`src/rtl/mem_pkg.sv`:
```
// Shared encodings and lane helpers for the MEM-stage data access unit.
// Used by both the access FSM and the load extract logic.
package mem_pkg;

  typedef enum logic [1:0] {
    SZ_BYTE = 2'b00,
    SZ_HALF = 2'b01,
    SZ_WORD = 2'b10,
    SZ_BAD  = 2'b11
  } size_e;

  typedef enum logic [1:0] {
    IDLE = 2'd0,
    BUS  = 2'd1,
    RESP = 2'd2
  } state_e;

  localparam logic [3:0] BE_HALF_LO = 4'b0011;
  localparam logic [3:0] BE_HALF_HI = 4'b1100;
  localparam logic [3:0] BE_WORD    = 4'b1111;

  // A request is legal when its size is defined and its address is naturally aligned.
  function automatic logic req_legal(input logic [1:0] size, input logic [1:0] lsb);
    logic ok;
    case (size)
      SZ_BYTE: ok = 1'b1;
      SZ_HALF: ok = ~lsb[0];
      SZ_WORD: ok = (lsb == 2'b00);
      default: ok = 1'b0;
    endcase
    return ok;
  endfunction

  function automatic logic [3:0] lane_be(input logic [1:0] size, input logic [1:0] lsb);
    logic [3:0] be;
    case (size)
      SZ_BYTE: be = 4'b0001 << lsb;
      SZ_HALF: be = lsb[1] ? BE_HALF_HI : BE_HALF_LO;
      default: be = BE_WORD;
    endcase
    return be;
  endfunction

  function automatic logic [31:0] lane_wdata(input logic [1:0] size, input logic [31:0] wdata);
    logic [31:0] wd;
    case (size)
      SZ_BYTE: wd = {4{wdata[7:0]}};
      SZ_HALF: wd = {2{wdata[15:0]}};
      default: wd = wdata;
    endcase
    return wd;
  endfunction

endpackage

```
`src/rtl/load_extract.sv`:
```
// Selects the addressed byte/half lane from a bus read word and extends it
// to 32 bits; word loads pass straight through.
module load_extract
  import mem_pkg::*;
(
  input  logic [31:0] rdata,
  input  logic [1:0]  addr_lsb,
  input  logic [1:0]  size,
  input  logic        unsigned_ext,
  output logic [31:0] result
);

  logic [7:0]  byte_lane;
  logic [15:0] half_lane;

  always_comb begin
    byte_lane = rdata[8*addr_lsb +: 8];
    half_lane = addr_lsb[1] ? rdata[31:16] : rdata[15:0];
    case (size)
      SZ_BYTE: result = {{24{~unsigned_ext & byte_lane[7]}}, byte_lane};
      SZ_HALF: result = {{16{~unsigned_ext & half_lane[15]}}, half_lane};
      default: result = rdata;
    endcase
  end

endmodule

```
`src/rtl/mem_access_unit.sv`:
```
// MEM-stage data access unit: packs stores into byte lanes, runs one
// handshaked word-aligned bus cycle with timeout, and extends load data.
module mem_access_unit
  import mem_pkg::*;
#(
  parameter int TIMEOUT_CYCLES = 255
) (
  input  logic        clk,
  input  logic        reset,
  input  logic        req_valid,
  output logic        req_ready,
  input  logic        req_we,
  input  logic [1:0]  req_size,
  input  logic        req_unsigned,
  input  logic [31:0] req_addr,
  input  logic [31:0] req_wdata,
  output logic        rsp_valid,
  output logic [31:0] rsp_rdata,
  output logic        rsp_err,
  output logic        mem_en,
  output logic        mem_we,
  output logic [3:0]  mem_be,
  output logic [31:0] mem_addr,
  output logic [31:0] mem_wdata,
  input  logic        mem_ack,
  input  logic [31:0] mem_rdata
);

  localparam int CW = $clog2(TIMEOUT_CYCLES + 1);

  state_e        state_q, state_d;
  logic [CW-1:0] cnt_q, cnt_d;
  logic [1:0]    lsb_q, lsb_d;
  logic [1:0]    size_q, size_d;
  logic          unsigned_q, unsigned_d;
  logic          req_ready_q, req_ready_d;
  logic          rsp_valid_q, rsp_valid_d;
  logic [31:0]   rsp_rdata_q, rsp_rdata_d;
  logic          rsp_err_q, rsp_err_d;
  logic          mem_en_q, mem_en_d;
  logic          mem_we_q, mem_we_d;
  logic [3:0]    mem_be_q, mem_be_d;
  logic [31:0]   mem_addr_q, mem_addr_d;
  logic [31:0]   mem_wdata_q, mem_wdata_d;
  logic [31:0]   load_data;

  load_extract u_load_extract (
    .rdata        (mem_rdata),
    .addr_lsb     (lsb_q),
    .size         (size_q),
    .unsigned_ext (unsigned_q),
    .result       (load_data)
  );

  always_comb begin
    state_d     = state_q;
    cnt_d       = cnt_q;
    lsb_d       = lsb_q;
    size_d      = size_q;
    unsigned_d  = unsigned_q;
    req_ready_d = req_ready_q;
    rsp_valid_d = rsp_valid_q;
    rsp_rdata_d = rsp_rdata_q;
    rsp_err_d   = rsp_err_q;
    mem_en_d    = mem_en_q;
    mem_we_d    = mem_we_q;
    mem_be_d    = mem_be_q;
    mem_addr_d  = mem_addr_q;
    mem_wdata_d = mem_wdata_q;

    case (state_q)
      IDLE: begin
        if (req_valid && req_ready_q) begin
          lsb_d       = req_addr[1:0];
          size_d      = req_size;
          unsigned_d  = req_unsigned;
          req_ready_d = 1'b0;
          if (req_legal(req_size, req_addr[1:0])) begin
            state_d     = BUS;
            cnt_d       = '0;
            mem_en_d    = 1'b1;
            mem_we_d    = req_we;
            mem_be_d    = lane_be(req_size, req_addr[1:0]);
            mem_addr_d  = {req_addr[31:2], 2'b00};
            mem_wdata_d = lane_wdata(req_size, req_wdata);
          end else begin
            state_d     = RESP;
            rsp_valid_d = 1'b1;
            rsp_err_d   = 1'b1;
            rsp_rdata_d = '0;
          end
        end
      end

      BUS: begin
        // Ack wins over a timeout expiring in the same cycle.
        if (mem_ack || (cnt_q + CW'(1) == CW'(TIMEOUT_CYCLES))) begin
          state_d     = RESP;
          rsp_valid_d = 1'b1;
          rsp_err_d   = ~mem_ack;
          rsp_rdata_d = (mem_ack && !mem_we_q) ? load_data : 32'd0;
          mem_en_d    = 1'b0;
          mem_we_d    = 1'b0;
          mem_be_d    = '0;
          mem_addr_d  = '0;
          mem_wdata_d = '0;
        end else begin
          cnt_d = cnt_q + CW'(1);
        end
      end

      RESP: begin
        state_d     = IDLE;
        req_ready_d = 1'b1;
        rsp_valid_d = 1'b0;
        rsp_err_d   = 1'b0;
        rsp_rdata_d = '0;
      end

      default: state_d = IDLE;
    endcase
  end

  always_ff @(posedge clk) begin
    if (reset) begin
      state_q     <= IDLE;
      cnt_q       <= '0;
      lsb_q       <= '0;
      size_q      <= '0;
      unsigned_q  <= 1'b0;
      req_ready_q <= 1'b1;
      rsp_valid_q <= 1'b0;
      rsp_rdata_q <= '0;
      rsp_err_q   <= 1'b0;
      mem_en_q    <= 1'b0;
      mem_we_q    <= 1'b0;
      mem_be_q    <= '0;
      mem_addr_q  <= '0;
      mem_wdata_q <= '0;
    end else begin
      state_q     <= state_d;
      cnt_q       <= cnt_d;
      lsb_q       <= lsb_d;
      size_q      <= size_d;
      unsigned_q  <= unsigned_d;
      req_ready_q <= req_ready_d;
      rsp_valid_q <= rsp_valid_d;
      rsp_rdata_q <= rsp_rdata_d;
      rsp_err_q   <= rsp_err_d;
      mem_en_q    <= mem_en_d;
      mem_we_q    <= mem_we_d;
      mem_be_q    <= mem_be_d;
      mem_addr_q  <= mem_addr_d;
      mem_wdata_q <= mem_wdata_d;
    end
  end

  assign req_ready = req_ready_q;
  assign rsp_valid = rsp_valid_q;
  assign rsp_rdata = rsp_rdata_q;
  assign rsp_err   = rsp_err_q;
  assign mem_en    = mem_en_q;
  assign mem_we    = mem_we_q;
  assign mem_be    = mem_be_q;
  assign mem_addr  = mem_addr_q;
  assign mem_wdata = mem_wdata_q;

endmodule

```
`config.mk`:
```
export PLATFORM = sky130hd
export DESIGN_NAME = mem_access_unit
export DESIGN_NICKNAME = d
export VERILOG_FILES = /design/src/rtl/mem_pkg.sv /design/src/rtl/load_extract.sv /design/src/rtl/mem_access_unit.sv
export SDC_FILE = /design/constraint.sdc
export NUM_CORES = 1
export LEC_CHECK = 0
export BUFFER_PORTS_ARGS = -buffer_cell sky130_fd_sc_hd__buf_2
export CAP_MARGIN = 5
export CELL_PAD_IN_SITES_DETAIL_PLACEMENT = 0
export CELL_PAD_IN_SITES_GLOBAL_PLACEMENT = 2
export CORE_AREA = 2 2 150 152
export DETAILED_ROUTE_END_ITERATION = 10
export DIE_AREA = 0 0 152 154
export PLACE_DENSITY_LB_ADDON = 0.1
export SYNTH_ARGS = -nofsm -noshare
export SYNTH_HDL_FRONTEND = slang
export SYNTH_SLANG_ARGS = --single-unit
```
`constraint.sdc`:
```
create_clock -name clk -period 3.1 [get_ports clk]
set_clock_uncertainty 0.15 [all_clocks]
set_input_delay 0.62 -clock clk [delete_from_list [all_inputs] [get_ports clk]]
set_output_delay 0.62 -clock clk [all_outputs]
set_load 0.05 [all_outputs]
```
Word level (Yosys, flattened, before mapping)
Index checks and enable logic that the tools add are counted.
{"block": "word_totals", "reg_bits": 120, "in_bits": 104, "output_inout_bits": 105, "wordCells": 97}
{"block": "op_classes", "n_addsub": 1, "n_eq_ne": 11, "shifts": 2, "n_mux": 47, "bitwise_logic": 5, "reduce_logical": 17}
{"op": "$mux W32", "n": 9}
{"op": "$pmux W32 S2", "n": 4}
{"op": "$pmux W32 S3", "n": 1}
{"op": "$shiftx A32 B6 Y8", "n": 1}
{"op": "$mux W8", "n": 3}
{"op": "$mux W16", "n": 1}
{"op": "$mux W4", "n": 4}
{"op": "$pmux W4 S2", "n": 2}
{"op": "$pmux W8 S2", "n": 1}
{"op": "$mux W1", "n": 12}
{"op": "$reduce_and A4 Y1", "n": 3}
{"op": "$ne A2 B2 Y1 const B", "n": 5}
{"op": "$pmux W1 S3", "n": 3}
{"op": "$add A8 B1 Y8 const B", "n": 1}
{"op": "$eq A8 B8 Y1 const B", "n": 1}
{"op": "$logic_not A2 Y1", "n": 4}
{"op": "$eq A2 B1 Y1 const B", "n": 3}
{"op": "$mux W2", "n": 3}
{"op": "$pmux W1 S2", "n": 3}
{"op": "$reduce_and A2 Y1", "n": 3}
{"op": "$eq A2 B2 Y1 const B", "n": 2}
{"op": "$pmux W2 S2", "n": 1}
{"op": "$reduce_bool A2 Y1", "n": 2}
{"op": "$shl A1 B2 Y4 const A", "n": 1}
{"op": "other kinds (6)", "n": 10}

Longest topological paths before layout
{"block": "depth", "ltp_word": 7, "ltp_mapped": 10, "mapped_depth_nobuf": 7}

Modules after synthesis
From an unflattened synthesis, not the netlist that was laid out.
{"block": "unflattened", "hier_cells": 591, "hier_area_um2": 5566.6}
{"module": "mem_access_unit", "instances": 1, "cells_per_inst": 469, "area_per_inst_um2": 4872.2, "seq_area_each_um2": 2362.3}
{"module": "load_extract", "instances": 1, "cells_per_inst": 122, "area_per_inst_um2": 694.4, "seq_area_each_um2": 0.0}

Least setup slack after synthesis
No wires, ideal clock.
{"block": "synth_timing", "path_type": "input-to-reg", "from": "in req_size[1]", "to": "reg mem_wdata_q[10] (netlist: mem_wdata[10])", "setup_time_ps": 68, "t_arrival_ps": 2204, "required_time_ps": 2882, "slack_ps": 677, "stages": 9, "path_buffers": 4, "cell_sequence": "clkbuf_2 o21a_1 o22a_1 or4b_1 buf_6 nand2b_4 buf_6 buf_8 o2bb2ai_2"}
{"block": "synth_between", "elab_chain_cells": 6, "word_cells_on_any_way": 12, "cone_classes": "eq/ne (3); mux (7); reduce/logical (2)"}
{"element": "start: declaration", "line": "mem_access_unit.sv:13", "source": "input logic [1:0] req_size,"}
{"element": "$eq A2 B2 Y1, or another cell as far along", "line": "mem_pkg.sv:25", "source": "case (size)"}
{"element": "$pmux W1 S3", "line": "mem_pkg.sv:25"}
{"element": "$mux W1", "line": "mem_access_unit.sv:73", "source": "if (req_valid && req_ready_q) begin"}
{"element": "$mux W1", "line": "mem_access_unit.sv:71", "source": "case (state_q)"}
{"element": "$ne A2 B2 Y1 (no line)"}
{"element": "$reduce_and A4 Y1 (no line)"}
{"element": "end signal: assignment", "line": "mem_access_unit.sv:154", "source": "mem_wdata_q <= mem_wdata_d;"}
{"element": "end: declaration", "line": "mem_access_unit.sv:44", "source": "logic [31:0] mem_wdata_q, mem_wdata_d;"}
Parallel ways exist; a longest one is shown, timed or not. The select of a mux whose other input is x is not followed.
A chain may end at the register's enable or synchronous reset.

Worst setup path in the final report
{"block": "layout_timing", "from": "reg cnt_q[0]", "to": "reg rsp_rdata_q[30] (netlist: rsp_rdata[30])"}
{"block": "layout_between", "elab_chain_cells": 5}
{"element": "start: declaration", "line": "mem_access_unit.sv:32", "source": "logic [CW-1:0] cnt_q, cnt_d;"}
{"element": "start signal: assignment", "line": "mem_access_unit.sv:142", "source": "cnt_q <= cnt_d;"}
{"element": "$add A8 B1 Y8", "line": "mem_access_unit.sv:97", "source": "if (mem_ack || (cnt_q + CW'(1) == CW'(TIMEOUT_CYCLES))) begin"}
{"element": "$eq A8 B8 Y1", "line": "mem_access_unit.sv:97"}
{"element": "$logic_or A1 B1 Y1", "line": "mem_access_unit.sv:97"}
{"element": "$ne A2 B2 Y1 (no line)"}
{"element": "$reduce_and A4 Y1 (no line)"}
{"element": "end signal: assignment", "line": "mem_access_unit.sv:148", "source": "rsp_rdata_q <= rsp_rdata_d;"}
{"element": "end: declaration", "line": "mem_access_unit.sv:38", "source": "logic [31:0] rsp_rdata_q, rsp_rdata_d;"}
No other way between the ends.

==> run_results.csv <==
group,metric,value,unit
outcome,status,"complete, no violations",
routing,remaining_drc_errors,0,
hold_path,min_from,"req_addr[14]",
power_and_ir_drop,combPwrFrac,33.0,%
routing,avgRoutedWirePerCell,17.4,microns
placed_design,placed_area,6680,sq um
clocking,clock_path_buffers,2,
synthesis,synth_xor_area_share,0.325,%
placed_design,io_buffers,206,
power_and_ir_drop,p_int,3.48,mW
synthesis,yosys_register_bits,118,
cells_and_area,multi_input_area,2700,sq um
global_routing,grt_overflow,0,
synthesis,synthCells,544,
critical_path,reg2reg_slack,0.31,ns
sta,finalCritPeriodShare,90.0,%
floorplanning,coreArea,21700,sq um
clocking,cts_tree,"yes",
sta,worst_pin_slew,1.07,ns
synthesis,synth-simple-area-share,11.6,%
sta,fin_tns_setup,0,ns
floorplanning,ioPinCount,209,
cells_and_area,areaGrowthSynthToFinish,35.1,%
synthesis,yosys_warnings,0,
cells_and_area,fin_nets,850,
floorplanning,die_area,23400,sq um
global_routing,busiest_layer,"met2",
cells_and_area,final_area,7280,sq um
global_routing,use_met1,19.4,%
critical_path,critPathBufInv,0,
synthesis,yosys.area.top_type,"dfxtp_1",
global_routing,grt_pass1_wl,28.4,mm
routing,vias,4819,
synthesis,synth_commonest_cells,"118 x dfxtp_1, 52 x mux2i_1, 48 x a22o_1, 37 x nand2_1, 34 x a21oi_1",
routing,ant_nets,0,
clocking,hold_buffers,0,
critical_path,critPathMaxStageDelay,0.85,ns
cells_and_area,final_layout_size_suffix_gt1_share,39.0,%
synthesis,synth_edf_count,0,
critical_path,end_kind,"flip-flop",
critical_path,required,3.25,ns
synthesis,synth_compound_area_share,23.1,%
critical_path,crit_type,"reg -> reg",
routing,first_iter_violations,155,
critical_path,cp_max_fo,32,
global_routing,grt_max_degree,69,
hold_path,holdCritPathClass,"in -> reg",
synthesis,synth_fa_ha_area_share,1.16,%
clocking,path_clk_slew,0.06,ns
placed_design,dp_hpwl,13.2,mm
sta,hold_viol_final,0,
sta,fmax,359,MHz
clocking,cts.sinks,118,
routing,viasPerCell,4.66,
floorplanning,dieWidth,152,microns
critical_path,slowest_stage,"nor2_4",
synthesis,synth_mux_area_share,13.6,%
power_and_ir_drop,p_sw,2.25,mW
cells_and_area,ff_latch_area,2360,sq um
routing,routed_wl,18.0,mm
global_routing,antenna_found_initial,4,
floorplanning,row_count,54,
sta,rsz0062_at_grt,"no",
synthesis,syn_area,5390,sq um
synthesis,synth_top_area_share,43.9,%
synthesis,ys.flop_type,"dfxtp_1",
clocking,cts_made_buffers,17,
synthesis,synth_top_family_by_area,"compound AO/OA/AOI/OAI gates",
global_routing,use_met2,23.2,%
synthesis,netlist-cell-type-count,59,
clocking,clk_latency,0.41,ns
clocking,postCtsSetupBuffers,0,
critical_path,crit_arrival,2.93,ns
hold_path,min_path_cells,2,
run,maxCapViolCount,0,
critical_path,cpLargestDelayFamily,"simple AND/OR/NAND/NOR gates",
routing,first_pass_iters,4,
sta,period_minus_slack,2.79,ns
power_and_ir_drop,swShare,39.3,%
synthesis,async_flop_share,0,%
synthesis,synth_most_common_cell,"dfxtp_1",
floorplanning,start_util,24.8,%
critical_path,reg2regPathDepth,6,
placed_design,gp_congestion,0.753,
critical_path,start_kind,"flip-flop",
power_and_ir_drop,p_clk_share,34.8,%
global_routing,grt_pass1_vias,4932,
critical_path,crit_chain,"ha_1, xnor2_1, nor4_1, a21oi_2, nor2_4, mux2_2",
critical_path,timing.rr.start,"cnt_q[0]$_SDFFE_PP0P_",
synthesis,yosysSeqAreaShare,43.9,%
floorplanning,die_y,154,microns
synthesis,ys_top_cells_by_area,"dfxtp_1 44%, mux2i_1 9.7%, a22o_1 7.8%",
power_and_ir_drop,leakage,3.37,nW
cells_and_area,n_fill_cell,2263,
power_and_ir_drop,power.total,5.74,mW
clocking,post_cts_resized,0,
sta,slew_headroom,28.8,%
global_routing,grt_util_all_layers,15.3,%
sta,setup_viol,0,
clocking,htree_num_levels,4,
hold_path,holdPathEnd,"mem_addr[14]$_SDFFE_PP0P_",
power_and_ir_drop,power_density,789,nW/um^2
synthesis,syn-mean-instance-area,9.90,sq um
power_and_ir_drop,pwr-share-seq,32.1,%
critical_path,reg2reg_to,"rsp_rdata[30]$_SDFFE_PP0P_",
sta,final-max-slew-violation-count,0,
clocking,root_buffer,"clkbuf_16",
global_routing,groute.layer.met3.usage,6.82,%
power_and_ir_drop,peakVddDrop,0.366,mV
## metal layers
layer	vias up	share of wire, %	wire length, microns
met1	2237	45	8200
met4	4	1.7	298
met3	23	9.1	1650
met2	163	44	7860
met5	-	0.12	22
li1	2392	-	-
## cell usage in the layout, fill, tap and decap left out, types with 4 or more instances in the layout
| cell type | Yosys | routed |
|---|---|---|
| o22ai_1 | 8 | 8 |
| a22o_1 | 48 | 48 |
| a21oi_1 | 34 | 34 |
| nor2b_1 | 21 | 21 |
| nor2_1 | 18 | 18 |
| inv_6 | 0 | 8 |
| ha_1 | 5 | 5 |
| nand2_1 | 37 | 37 |
| clkbuf_16 | 0 | 17 |
| mux2_2 | 17 | 17 |
| a211oi_1 | 4 | 4 |
| buf_4 | 5 | 17 |
| nand3_1 | 14 | 14 |
| o2bb2ai_1 | 9 | 9 |
| o21ai_0 | 8 | 8 |
| and3_1 | 8 | 8 |
| a31oi_1 | 4 | 4 |
| inv_1 | 24 | 24 |
| o221ai_1 | 9 | 9 |
| o211ai_1 | 10 | 10 |
| buf_2 | 13 | 206 |
| mux2i_1 | 52 | 52 |
| o2bb2ai_2 | 10 | 10 |
| dfxtp_1 | 118 | 118 |
## cell type report
class	count	share of cell area (%)
antenna	1	0.0344
clock buffer	17	5.85
clock inverter	15	2.27
inverter	24	1.24
multi-input combinational	356	37.1
sequential	118	32.5
tap	280	4.81
timing repair buffer	224	16.2
## worst register-to-register path, delay by kind of cell, from the launching register on
| kind | cells | cell delay, ns |
|---|---|---|
| compound gates | 1 | 0.13 |
| fa+ha+maj | 1 | 0.23 |
| flops | 1 | 0.34 |
| mux | 1 | 0.44 |
| xor+xnor | 1 | 0.18 |
| simple gates | 2 | 1.21 |
## metrics by stage
| stage | hold slack [ns] | setup slack (ns) | util [%] | std cells |
|---|---|---|---|---|
| after floorplan | 0.304 | 0.677 | - | 545 |
| after global placement | 0.283 | 0.207 | 30.8 | 1002 |
| after detailed placement | 0.292 | 0.184 | 30.8 | 1002 |
| after CTS | 0.235 | 0.273 | 33.5 | 1034 |
| after global routing | 0.243 | 0.144 | 33.5 | 1034 |
| final | 0.258 | 0.311 | 33.6 | 1035 |
## how the worst max path moves through the flow
| stage | slack (ns) | depth (start not counted) | to | from |
|---|---|---|---|---|
| 2_1_floorplan | 0.68 | 9 | mem_wdata[10]$_SDFFE_PP0P_ | req_size[1] |
| 3_3_place_gp | 0.21 | 6 | rsp_rdata[17]$_SDFFE_PP0P_ | req_valid |
| 3_5_place_dp | 0.18 | 6 | rsp_rdata[20]$_SDFFE_PP0P_ | req_addr[0] |
| 4_1_cts | 0.27 | 6 | rsp_rdata[20]$_SDFFE_PP0P_ | cnt_q[0]$_SDFFE_PP0P_ |
| 5_1_grt | 0.14 | 6 | rsp_rdata[28]$_SDFFE_PP0P_ | cnt_q[0]$_SDFFE_PP0P_ |
| 6_report | 0.31 | 6 | rsp_rdata[30]$_SDFFE_PP0P_ | cnt_q[0]$_SDFFE_PP0P_ |
## cell families after synthesis
kind of cell	count (synthesis)
other	1
xor gates and xnor gates	2
and+or+nand+nor	119
DFF	118
AOI/OAI and AO/OA	158
muxes	70
adders and majority gates	5
buffers and inverters	71
## flip-flops by register name, summed over array words and instances, names as in the netlist
name	cells
lsb_q	2
mem_en	1
size_q	2
rsp_err	1
rsp_rdata	32
req_ready	1
state_q	2
mem_be	4
mem_addr	30
mem_we	1
mem_wdata	32
rsp_valid	1
unsigned_q	1
cnt_q	8
## power by group through the flow
stage	clock (mW)	sequential [mW]	combinational, mW
finish	2.00	1.84	1.90
global route	2.14	1.87	2.04
CTS	2.07	1.85	1.92
detailed placement	0	1.87	1.92
global placement	0	1.87	1.91
floorplan	0	2.47	0.811
Note: power is estimated with default switching activity, not from simulation.
